## config.mk

```make
export PLATFORM = sky130hd
export DESIGN_NAME = seg_scan_capture
export DESIGN_NICKNAME = d
export VERILOG_FILES = /design/src/rtl/seg_scan_capture.sv
export SDC_FILE = /design/constraint.sdc
export NUM_CORES = 1
export LEC_CHECK = 0
export ABC_CLOCK_PERIOD_IN_PS = 3500
export BUFFER_PORTS_ARGS = -buffer_cell sky130_fd_sc_hd__buf_2
export CELL_PAD_IN_SITES_DETAIL_PLACEMENT = 1
export CELL_PAD_IN_SITES_GLOBAL_PLACEMENT = 2
export CORE_ASPECT_RATIO = 0.75
export CORE_MARGIN = 3
export CORE_UTILIZATION = 40
export DETAILED_ROUTE_END_ITERATION = 7
export MAX_ROUTING_LAYER = met4
export PLACE_DENSITY = 0.89
export SETUP_SLACK_MARGIN = 0.1
export SYNTH_ARGS = -nofsm -noshare
export SYNTH_HDL_FRONTEND = slang
export SYNTH_SLANG_ARGS = --single-unit
export TNS_END_PERCENT = 5
```

## constraint.sdc

```tcl
create_clock -name clk -period 3.5 [get_ports clk]
set_input_delay 0.525 -clock clk [delete_from_list [all_inputs] [get_ports clk]]
set_output_delay 0.525 -clock clk [all_outputs]
set_load 0.05 [all_outputs]
```

## src/rtl/seg_scan_capture.sv

```systemverilog
// Receive side of a multiplexed 4-digit 7-segment bus: qualifies stable digits,
// decodes them back to BCD and publishes complete 16-bit frames.
module seg_scan_capture #(
  parameter int unsigned STABLE_CYCLES = 4,
  parameter int unsigned CNT_W         = 3
) (
  input  logic        clk,
  input  logic        reset,
  input  logic        enable,
  input  logic [3:0]  anode_n,
  input  logic [0:6]  LED_out,
  output logic [15:0] value,
  output logic [3:0]  digit_err,
  output logic        valid
);

  typedef enum logic {StIdle, StScan} state_e;

  localparam logic [CNT_W-1:0] StableMax = CNT_W'(STABLE_CYCLES);

  state_e            state_q, state_d;
  logic [3:0]        stage_anode_q;
  logic [0:6]        stage_seg_q;
  logic [CNT_W-1:0]  cnt_q, cnt_d;
  logic [3:0]        seen_q, seen_d;
  logic [15:0]       slots_q, slots_d;
  logic [3:0]        err_q, err_d;
  logic [15:0]       value_q, value_d;
  logic [3:0]        digit_err_q, digit_err_d;
  logic              valid_q, valid_d;

  logic              same;
  logic              qualify;
  logic              one_low;
  logic              write_en;
  logic              complete;
  logic [3:0]        dec;
  logic              dec_bad;

  // Incoming sample vs. held stage: a mismatch means the stage changes on this edge.
  assign same    = (anode_n == stage_anode_q) && (LED_out == stage_seg_q);
  assign qualify = same && (cnt_q == StableMax - 1'b1);
  assign one_low = ($countones(~stage_anode_q) == 1);

  assign write_en = qualify && one_low && (state_q == StScan) && enable;
  assign complete = (state_q == StScan) && enable && (seen_q == 4'hF);

  always_comb begin
    dec     = 4'hF;
    dec_bad = 1'b0;
    unique case (stage_seg_q)
      7'b0000001: dec = 4'd0;
      7'b1001111: dec = 4'd1;
      7'b0010010: dec = 4'd2;
      7'b0000110: dec = 4'd3;
      7'b1001100: dec = 4'd4;
      7'b0100100: dec = 4'd5;
      7'b0100000: dec = 4'd6;
      7'b0001111: dec = 4'd7;
      7'b0000000: dec = 4'd8;
      7'b0000100: dec = 4'd9;
      default:    dec_bad = 1'b1;
    endcase
  end

  always_comb begin
    cnt_d = cnt_q;
    if (!same) begin
      cnt_d = '0;
    end else if (cnt_q != StableMax) begin
      cnt_d = cnt_q + 1'b1;
    end
  end

  always_comb begin
    state_d     = state_q;
    seen_d      = seen_q;
    slots_d     = slots_q;
    err_d       = err_q;
    value_d     = value_q;
    digit_err_d = digit_err_q;
    valid_d     = 1'b0;

    unique case (state_q)
      StIdle: if (enable) state_d = StScan;
      StScan: if (!enable) begin
        state_d = StIdle;
        seen_d  = 4'h0;
      end
      default: state_d = StIdle;
    endcase

    // Publish the frame assembled so far; a write on this same edge starts the next one.
    if (complete) begin
      value_d     = slots_q;
      digit_err_d = err_q;
      valid_d     = 1'b1;
      seen_d      = 4'h0;
    end

    if (write_en) begin
      for (int i = 0; i < 4; i++) begin
        if (!stage_anode_q[i]) begin
          slots_d[4*i +: 4] = dec;
          err_d[i]          = dec_bad;
          seen_d[i]         = 1'b1;
        end
      end
    end
  end

  always_ff @(posedge clk or posedge reset) begin
    if (reset) begin
      state_q       <= StIdle;
      stage_anode_q <= 4'hF;
      stage_seg_q   <= 7'h7F;
      cnt_q         <= '0;
      seen_q        <= 4'h0;
      slots_q       <= 16'h0000;
      err_q         <= 4'h0;
      value_q       <= 16'h0000;
      digit_err_q   <= 4'h0;
      valid_q       <= 1'b0;
    end else begin
      state_q       <= state_d;
      stage_anode_q <= anode_n;
      stage_seg_q   <= LED_out;
      cnt_q         <= cnt_d;
      seen_q        <= seen_d;
      slots_q       <= slots_d;
      err_q         <= err_d;
      value_q       <= value_d;
      digit_err_q   <= digit_err_d;
      valid_q       <= valid_d;
    end
  end

  assign value     = value_q;
  assign digit_err = digit_err_q;
  assign valid     = valid_q;

endmodule

```

==> summary.md <==
| Metric | Value |
|---|---|
| P_leak | `0.00164 uW` |
| Synth Cell Area | `2790 sq um` |
| Endpoints failing hold | `0` |
| Crit path from | `stage_anode_q[0]` |
| CTS root buf | `clkbuf_8` |
| Syn_nets | `226` |
| Skew-Pair Late Insertion Delay | `0.34 ns` |
| DR WL/cell | `16.6 um` |
| First-pass GRT wire length | `9580 um` |
| Synth top area share | `0.440` |
| Die H | `78.3 um` |
| Die area | `8020 sq um` |
| Hold_sp | `LED_out[2]` |
| Vias in the first global route | `1876` |
| Max Buffers Root-to-Sink | `2` |
| CTS sink count | `60` |
| Worst-Margin Slew | `1.05 ns` |
| Yosys reg bits | `60` |
| Die W | `102 um` |
| Power density over cell area | `461 nW/um^2` |
| Syn_area_per_cell | `13.5 sq um` |
| Setup Crit Path Kind | `register to register` |
| DRT antenna net count | `0` |
| Min-Delay Path Class | `input port to register` |
| Crit path DAT | `3.19 ns` |
| Cts repair resizes | `0` |
| FP Rows | `25` |
| Fraction of the cycle the final worst path needs | `0.844` |
| Core ar. | `6540 sq um` |
| Remaining global-route overflow | `0` |
| Gpl congestion | `0.770` |
| Postcts setup bufs | `0` |
| Dpl hpwl | `4010 um` |
| Core Util, Final | `0.501` |
| Ant. Diodes | `0` |
| Via density per instance | `5.10` |
| Count of different cell masters after synthesis | `39` |
| Slew HR | `0.301` |
| Clock slew at reported path FFs | `0.07 ns` |
| H-tree depth | `3` |
| Worst reg2reg path depth | `8` |
| R2R setup slack | `0.55 ns` |
| Ys flop type | `dfrtp_1` |
| CTS tree | `yes` |
| DRC violations left | `0` |
| Reg-to-reg startpoint | `stage_anode_q[0]` |
| WHS Path Cells | `1` |
| Final WL | `5530 um` |
| Worst path required time | `3.73 ns` |
| CP max FO | `6` |
| Startpoint types | `register` |
| Layout cells sized above 1 | `0.437` |
| Highest clock rate | `339 MHz` |
| Post-synth EDFFs | `0` |
| Pre-CTS setup slack | `0.529 ns` |
| Async set-reset flop share out of synthesis | `1.00` |
| Ys Warns | `0` |
| Fin Clk Skew | `0.0112 ns` |
| Initial antenna violation count | `0` |
| Iter 0 DRT Violations | `54` |
| Area grow syn2layout | `17.5%` |
| I/O Pins | `35` |
| Setup TNS | `0 ns` |
| Worst setup margin | `0.547 ns` |
| Leading area contributor after synthesis | `dfrtp_1` |
| Synth area leaders | `dfrtp_1 44%, mux2_2 11%, dfstp_2 10%` |
| Max-cap violations | `0` |
| Cell with the most instances after synthesis | `dfrtp_1` |
| Endpoints failing setup | `0` |
| Overall power | `1510 uW` |
| Unrepaired setup endpoints after global routing | `false` |
| Initial Util | `0.427` |
| CTS Hold Buffers Added | `0` |
| Initial DRT Pass Iterations | `4` |
| Largest net degree at the start of global routing | `51` |
| Routed vias | `1699` |
| Peak supply drop | `0.225 mV` |
| # port buffers | `34` |
| Commonest cells in the netlist | `49 x dfrtp_1, 28 x mux2_2, 22 x inv_1` |
| Register area share after synthesis | `0.543` |
| NumNets Final | `267` |
| CTS buffer count | `9` |
| Minimum clock period | `2.95 ns` |
| Status | `finished clean` |
| Post-Syn Instances | `206` |
| Fillers | `685` |
| Worst Setup End Kind | `register` |
| Total track usage | `0.164` |
| Max-slew violation count | `0` |
## layout make-up
cell class	count	area, sq um	area share
sequential	60	1520	0.463
clock inverter	5	85.1	0.0260
clock buffer	11	141	0.0432
multi-input combinational	115	1140	0.349
timing repair buffer	39	208	0.0634
tap	81	101	0.0309
inverter	22	82.6	0.0252
## state kept, by name, summed over array words and instances, names as in the netlist
register / flops
state_q: 1
slots_q: 16
err_q: 4
digit_err: 4
stage_seg_q: 7
valid: 1
stage_anode_q: 4
seen_q: 4
value: 16
cnt_q: 3
## cell usage in the layout (no fill, tap or decap), types with 2 or more instances in the layout
master	synthesis	layout
a21o_1	3	3
a21oi_1	3	3
a32oi_1	2	2
and2_1	2	2
buf_2	2	34
buf_4	0	5
bufinv_16	0	2
clkbuf_8	0	10
clkinv_4	0	2
dfrtp_1	49	49
dfstp_2	11	11
ha_1	5	5
inv_1	22	21
mux2_2	28	28
mux2i_1	13	13
nand2_1	5	5
nand3_1	4	4
nand4_4	2	2
nor3_1	4	4
nor3b_1	4	4
nor4_4	4	4
nor4bb_1	2	2
o21ai_0	2	2
or3_1	4	4
xnor2_1	8	8
xnor2_2	4	4
## path summary, 6_finish.rpt
kind,to
max,slots_q[10]
min,stage_seg_q[2]
max reg2reg,slots_q[10]
min reg2reg,seen_q[3]
max in group asynchronous,stage_seg_q[6]
min in group asynchronous,value[15]
## through the flow
stage	area (sq um)	std cells	hold slack, ns
global route	3280	333	0.281
finish	3280	333	0.296
global placement	3050	317	0.462
floorplan	2790	206	0.449
detailed placement	3050	317	0.470
CTS	3280	333	0.289
## critical path, cell delays in order (launching register included)
cell,delay [ns]
dfstp_2,0.39
fa_1,0.53
inv_1,0.04
ha_1,0.17
ha_1,0.27
nand4bb_4,0.21
or3_4,0.39
nor4_4,0.44
mux2_2,0.39
## per-layer routing
| layer | global-route usage | up-vias | wire length, um |
|---|---|---|---|
| li1 | - | 799 | - |
| met1 | 0.210 | 862 | 2630 |
| met3 | 0.0560 | 5 | 213 |
| met2 | 0.247 | 33 | 2610 |
| met5 | - | - | 0 |
| met4 | 0.0485 | 0 | 64 |
## cell families after synthesis
logic type	count (synthesis)	share of synthesized area
AOI/OAI and AO/OA	15	0.0381
xor gates and xnor gates	12	0.0485
adders and majority gates	6	0.0296
buffers and inverters	31	0.0480
DFF	60	0.543
muxes	41	0.160
and+or+nand+nor	41	0.133
## power by group
group	total, uW	leakage [uW]	internal (uW)	switching, uW
clock	704	0.000110	423	281
sequential	722	0.000736	706	15.7
combinational	84.5	0.000799	34.1	50.5
Power figures use the tool's default switching activity.
